**src/rtl/hazard_md_ctrl.sv**
```systemverilog
// Hazard detection and HI/LO multiply/divide sequencing for a 5-stage pipeline.
// Raises stall/E_flush on operand or HI/LO conflicts and counts stalled cycles.
module hazard_md_ctrl (
    input  logic        clk,
    input  logic        reset,
    input  logic [4:0]  D_rs,
    input  logic [4:0]  D_rt,
    input  logic [1:0]  D_tuse_rs,
    input  logic [1:0]  D_tuse_rt,
    input  logic        D_md_use,
    input  logic [4:0]  E_wa,
    input  logic [1:0]  E_tnew,
    input  logic [4:0]  M_wa,
    input  logic [1:0]  M_tnew,
    input  logic        E_md_start,
    input  logic        E_md_op,
    output logic        stall,
    output logic        E_flush,
    output logic        md_busy,
    output logic [3:0]  md_cnt,
    output logic        md_done,
    output logic [15:0] stall_cycles
);

    typedef enum logic [1:0] {
        ST_IDLE = 2'd0,
        ST_MULT = 2'd1,
        ST_DIV  = 2'd2
    } md_state_e;

    md_state_e   state_q, state_d;
    logic [3:0]  cnt_q, cnt_d;
    logic        done_q, done_d;
    logic [15:0] stall_cnt_q, stall_cnt_d;
    logic        stall_rs, stall_rt, stall_md, busy;

    // A source operand hazards when a younger-needed value is still in flight; r0 never does.
    function automatic logic src_hazard(
        input logic [4:0] src,
        input logic [1:0] tuse,
        input logic [4:0] e_wa,
        input logic [1:0] e_tnew,
        input logic [4:0] m_wa,
        input logic [1:0] m_tnew
    );
        src_hazard = (tuse != 2'd3) && (src != 5'd0) &&
                     (((src == e_wa) && (tuse < e_tnew)) ||
                      ((src == m_wa) && (tuse < m_tnew)));
    endfunction

    // Combinational hazard evaluation and stall generation.
    always_comb begin
        busy     = (state_q != ST_IDLE);
        stall_rs = src_hazard(D_rs, D_tuse_rs, E_wa, E_tnew, M_wa, M_tnew);
        stall_rt = src_hazard(D_rt, D_tuse_rt, E_wa, E_tnew, M_wa, M_tnew);
        stall_md = D_md_use && (busy || E_md_start);
    end

    assign stall        = stall_rs || stall_rt || stall_md;
    assign E_flush      = stall;
    assign md_busy      = busy;
    assign md_cnt       = cnt_q;
    assign md_done      = done_q;
    assign stall_cycles = stall_cnt_q;

    // Next-state logic for the HI/LO unit sequencer and the stall counter.
    always_comb begin
        state_d     = state_q;
        cnt_d       = cnt_q;
        done_d      = 1'b0;
        stall_cnt_d = stall_cnt_q;
        case (state_q)
            ST_IDLE: begin
                if (E_md_start) begin
                    if (E_md_op) begin
                        state_d = ST_DIV;
                        cnt_d   = 4'd10;
                    end else begin
                        state_d = ST_MULT;
                        cnt_d   = 4'd5;
                    end
                end else begin
                    state_d = ST_IDLE;
                end
            end
            ST_MULT, ST_DIV: begin
                // Start requests are ignored while an operation is in flight.
                if (cnt_q == 4'd1) begin
                    state_d = ST_IDLE;
                    cnt_d   = 4'd0;
                    done_d  = 1'b1;
                end else begin
                    cnt_d = cnt_q - 4'd1;
                end
            end
            default: begin
                state_d = ST_IDLE;
                cnt_d   = 4'd0;
            end
        endcase
        if (stall && (stall_cnt_q != 16'hFFFF)) begin
            stall_cnt_d = stall_cnt_q + 16'd1;
        end else begin
            stall_cnt_d = stall_cnt_q;
        end
    end

    // State registers with synchronous active-low reset.
    always_ff @(posedge clk) begin
        if (!reset) begin
            state_q     <= ST_IDLE;
            cnt_q       <= 4'd0;
            done_q      <= 1'b0;
            stall_cnt_q <= 16'd0;
        end else begin
            state_q     <= state_d;
            cnt_q       <= cnt_d;
            done_q      <= done_d;
            stall_cnt_q <= stall_cnt_d;
        end
    end

endmodule

```
**config.mk**
```make
export PLATFORM = sky130hd
export DESIGN_NAME = hazard_md_ctrl
export DESIGN_NICKNAME = d
export VERILOG_FILES = /design/src/rtl/hazard_md_ctrl.sv
export SDC_FILE = /design/constraint.sdc
export NUM_CORES = 1
export LEC_CHECK = 0
export ABC_AREA = 0
export CAP_MARGIN = 20
export CELL_PAD_IN_SITES_DETAIL_PLACEMENT = 0
export CELL_PAD_IN_SITES_GLOBAL_PLACEMENT = 1
export CORE_MARGIN = 2
export CORE_UTILIZATION = 35
export CTS_BUF_LIST = sky130_fd_sc_hd__clkbuf_8
export CTS_CLUSTER_SIZE = 28
export DETAILED_ROUTE_END_ITERATION = 10
export GPL_ROUTABILITY_DRIVEN = 0
export HOLD_SLACK_MARGIN = 0.02
export PLACE_DENSITY_LB_ADDON = 0.1
export SETUP_SLACK_MARGIN = 0.4
export SYNTH_ARGS = -nofsm -noshare
export SYNTH_HDL_FRONTEND = slang
export SYNTH_SLANG_ARGS = --single-unit
```
**constraint.sdc**
```tcl
create_clock -name clk -period 6.7 [get_ports clk]
set_clock_uncertainty 0.15 [all_clocks]
set_input_delay 2.01 -clock clk [delete_from_list [all_inputs] [get_ports clk]]
set_output_delay 2.01 -clock clk [all_outputs]
set_load 0.005 [all_outputs]
```
==> impl_metrics.tcl <==
set metrics [dict create \
    status "finished clean" \
    cts_hold_buf 0 \
    postLayoutCoreUtil_pct 51.1 \
    ir_drop_v 0.0000890 \
    cellLeakagePower_nw 0.832 \
    antenna_found_initial 0 \
    pwr-share-clk_pct 27.4 \
    crit_path_start "E_tnew[1]" \
    rsz0062_at_grt "no" \
    cp_num_cells 7 \
    preCtsSetupSlack_ns 0.530 \
    p_per_area_mw_per_mm2 148 \
    cts_tree "built" \
    fp.dieArea_mm2 0.00495 \
    crit_path_cell_trace "clkdlybuf4s50_1 -> inv_1 -> ha_1 -> a211oi_2 -> a22oi_1 -> o221ai_2 -> clkdlybuf4s50_1" \
    wirelength_um 3940 \
    final_common_cell "clkdlybuf4s50_1" \
    slowest_stage "clkdlybuf4s50_1" \
    core_area_mm2 0.00429 \
    tritoncts.num_buffers 3 \
    synth-xor-area-share_pct 16.5 \
    portBuffers 56 \
    grt-ovfl-total 0 \
    min_path_type "register to register" \
    cap_violations 0 \
    synth_compound_gate_area_share_pct 13.6 \
    root_buffer "clkbuf_8" \
    synth_cell_types 34 \
    htreeDepth 1 \
    grtUsageTotal_pct 16.2 \
    fp-row-count 24 \
    clock-sinks 23 \
    first_pass_iters 4 \
    clockBufferDepth 2 \
    grt_first_pass_wirelength_um 6670 \
    synthCells 186 \
    synth.avg_cell_area_um2 8.28 \
    p_seq_share_pct 45.3 \
    synth_simple_gate_area_share_pct 27.2 \
    via_count 1519 \
    path_clk_slew_ns 0.09 \
    reg2reg_depth 9 \
    r2r_end "stall_cycles[14]$_SDFFE_PN0P_" \
    drc 0 \
    p_int_w 0.000232 \
    path_max_fanout 3 \
    synth_top_family_by_area "simple AND/OR/NAND/NOR gates" \
    tightest_slew_ns 0.629 \
    crit_arrival_ns 4.04 \
    yosysSeqAreaShare_pct 29.9 \
    setup_ws_ns 0.502 \
    start_util_pct 35.9 \
    switching_share_pct 28.5 \
    cts_resized 0 \
    worstSetupEndpoint "stall" \
    synth_seq_cells 23 \
    pin_count 57 \
    setup_tns_ns 0 \
    postCtsSetupBuffers 0 \
    synth_fa_ha_area_share_pct 7.31 \
    path_class "input pin to primary output" \
    ys_warn_count 0 \
    cp.required_ns 4.54 \
    grt_pass1_vias 1425 \
    fmax_mhz 161 \
    endpoint_kind "primary output" \
    r2r-start "state_q[0]$_SDFFE_PN0P_" \
    grt_max_degree 21 \
    drt_iter0_drc 75 \
    fp.dieH_um 70.3 \
    fp.dieW_um 70.3 \
    finalSetupViolations 0 \
    r2r_slack_ns 4.34 \
    drive_gt1_share_pct 3.70 \
    cp_num_buf_inv 3 \
    area_growth_pct 42.6 \
    hold_viol_final 0 \
    netlist_area_mm2 0.00154 \
    start_kind "input pin" \
    crit_family "buffers and inverters" \
    layout_min_cycle_time_ns 6.20 \
    drtAntennaViolNets 0 \
    period_share_pct 92.5 \
    dp_hpwl_um 3110 \
    cpMostUsedCell "clkdlybuf4s50_1" \
    synth_mux_area_share_pct 1.30 \
    p_comb_share_pct 27.3 \
    layout_common_cells "clkdlybuf4s50_1, xor2_1, dfxtp_1" \
    nets 286 \
    drt-vias-per-instance 5.15 \
    clock_latency_ns 0.26 \
    maxSlewViolCount 0 \
    wl_per_cell_um 13.4 \
    slowest_delay_ns 0.56 \
    power_w 0.000324 \
    syn_nets 228 \
    diodes 0 \
    holdWs_ns 0.325 \
    slew-limit-headroom_pct 58.0 \
    switching_power_w 0.0000923 \
]
==> cell families (layout without fill, tap and decap cells) <==
family	Yosys count	in the layout
xor gates and xnor gates	29	29
adders and majority gates	9	9
AOI/OAI and AO/OA	32	32
DFF	23	23
and+or+nand+nor	77	77
buffers and inverters	14	71
muxes	2	2
==> worst min-delay path: cells and delay by family, from the launching register on <==
family	cells	cell delay (ns)
DFF	1	0.33
and+or+nand+nor	1	0.06
AOI/OAI and AO/OA	1	0.05
==> per-stage QoR <==
step	std cells	area, µm²
detailed placement	291	2150
global route	295	2200
global placement	291	2150
floorplan	186	1540
finish	295	2200
CTS	295	2200
==> Yosys cell counts <==
library cell / number / share of area [%]
xor2_1: 28 / 16
dfxtp_1: 23 / 30
nor2_1: 17 / 4.1
nand2_1: 15 / 3.7
inv_1: 10 / 2.4
o21ai_0: 10 / 3.2
ha_1: 9 / 7.3
a21oi_1: 8 / 2.6
nand3_1: 7 / 2.3
nand4_1: 7 / 2.8
a22oi_1: 4 / 1.9
and3_1: 4 / 1.6
nand2b_1: 4 / 1.6
nor4_1: 4 / 1.6
or4_1: 4 / 1.9
a211oi_1: 3 / 1.5
and4_1: 3 / 1.7
nor3_1: 3 / 0.97
nor3b_1: 3 / 1.5
clkbuf_1: 2 / 0.49
mux2i_1: 2 / 1.3
o31ai_1: 2 / 0.97
or2b_1: 2 / 0.97
or3_1: 2 / 0.81
a211oi_2: 1 / 0.81
buf_4: 1 / 0.49
buf_6: 1 / 0.73
nand2_4: 1 / 0.73
nor4_2: 1 / 0.81
o21bai_1: 1 / 0.49
o221ai_2: 1 / 0.97
o311ai_1: 1 / 0.57
o41ai_1: 1 / 0.57
xnor2_1: 1 / 0.57
==> sequential cells by signal, summed over array words and instances, names as in the netlist <==
name          cells
stall_cycles     16
md_cnt            4
md_done           1
state_q           2
==> worst min path at each step <==
stage	start	to	slack (ns)	depth (start not counted)
floorplan	state_q[1]$_SDFFE_PN0P_	state_q[1]$_SDFFE_PN0P_	0.30	2
detailed placement	state_q[0]$_SDFFE_PN0P_	state_q[0]$_SDFFE_PN0P_	0.32	2
global placement	state_q[0]$_SDFFE_PN0P_	state_q[0]$_SDFFE_PN0P_	0.31	2
CTS	state_q[0]$_SDFFE_PN0P_	state_q[0]$_SDFFE_PN0P_	0.33	2
global route	state_q[0]$_SDFFE_PN0P_	state_q[0]$_SDFFE_PN0P_	0.36	2
finish	state_q[0]$_SDFFE_PN0P_	state_q[0]$_SDFFE_PN0P_	0.32	2
==> power by group through the flow <==
stage          sequential, W  combinational (W)   clock, W
2_1_floorplan       0.000150          0.0000433          0
3_3_place_gp        0.000150          0.0000890          0
3_5_place_dp        0.000150          0.0000884          0
4_1_cts             0.000147          0.0000892  0.0000925
5_1_grt             0.000148          0.0000974  0.0000978
6_report            0.000147          0.0000886  0.0000888
==> area by class of cell <==
| class | instances | area [µm²] |
|---|---|---|
| Clock inverter | 1 | 7.51 |
| Tap cell | 52 | 65.1 |
| Fill cell | 436 | 2100 |
| Inverter | 10 | 37.5 |
| Sequential cell | 23 | 460 |
| Timing Repair Buffer | 57 | 568 |
| Multi-Input combinational cell | 149 | 1020 |
| Clock buffer | 3 | 41.3 |
==> metal layers <==
metal	vias to the layer above	global-route usage (%)	routed length (µm)
li1	783	-	-
met1	697	22.1	1910
met2	37	26.6	1810
met3	2	2.89	199
met4	0	3.21	17
met5	-	0	0
Power figures use the tool's default switching activity.
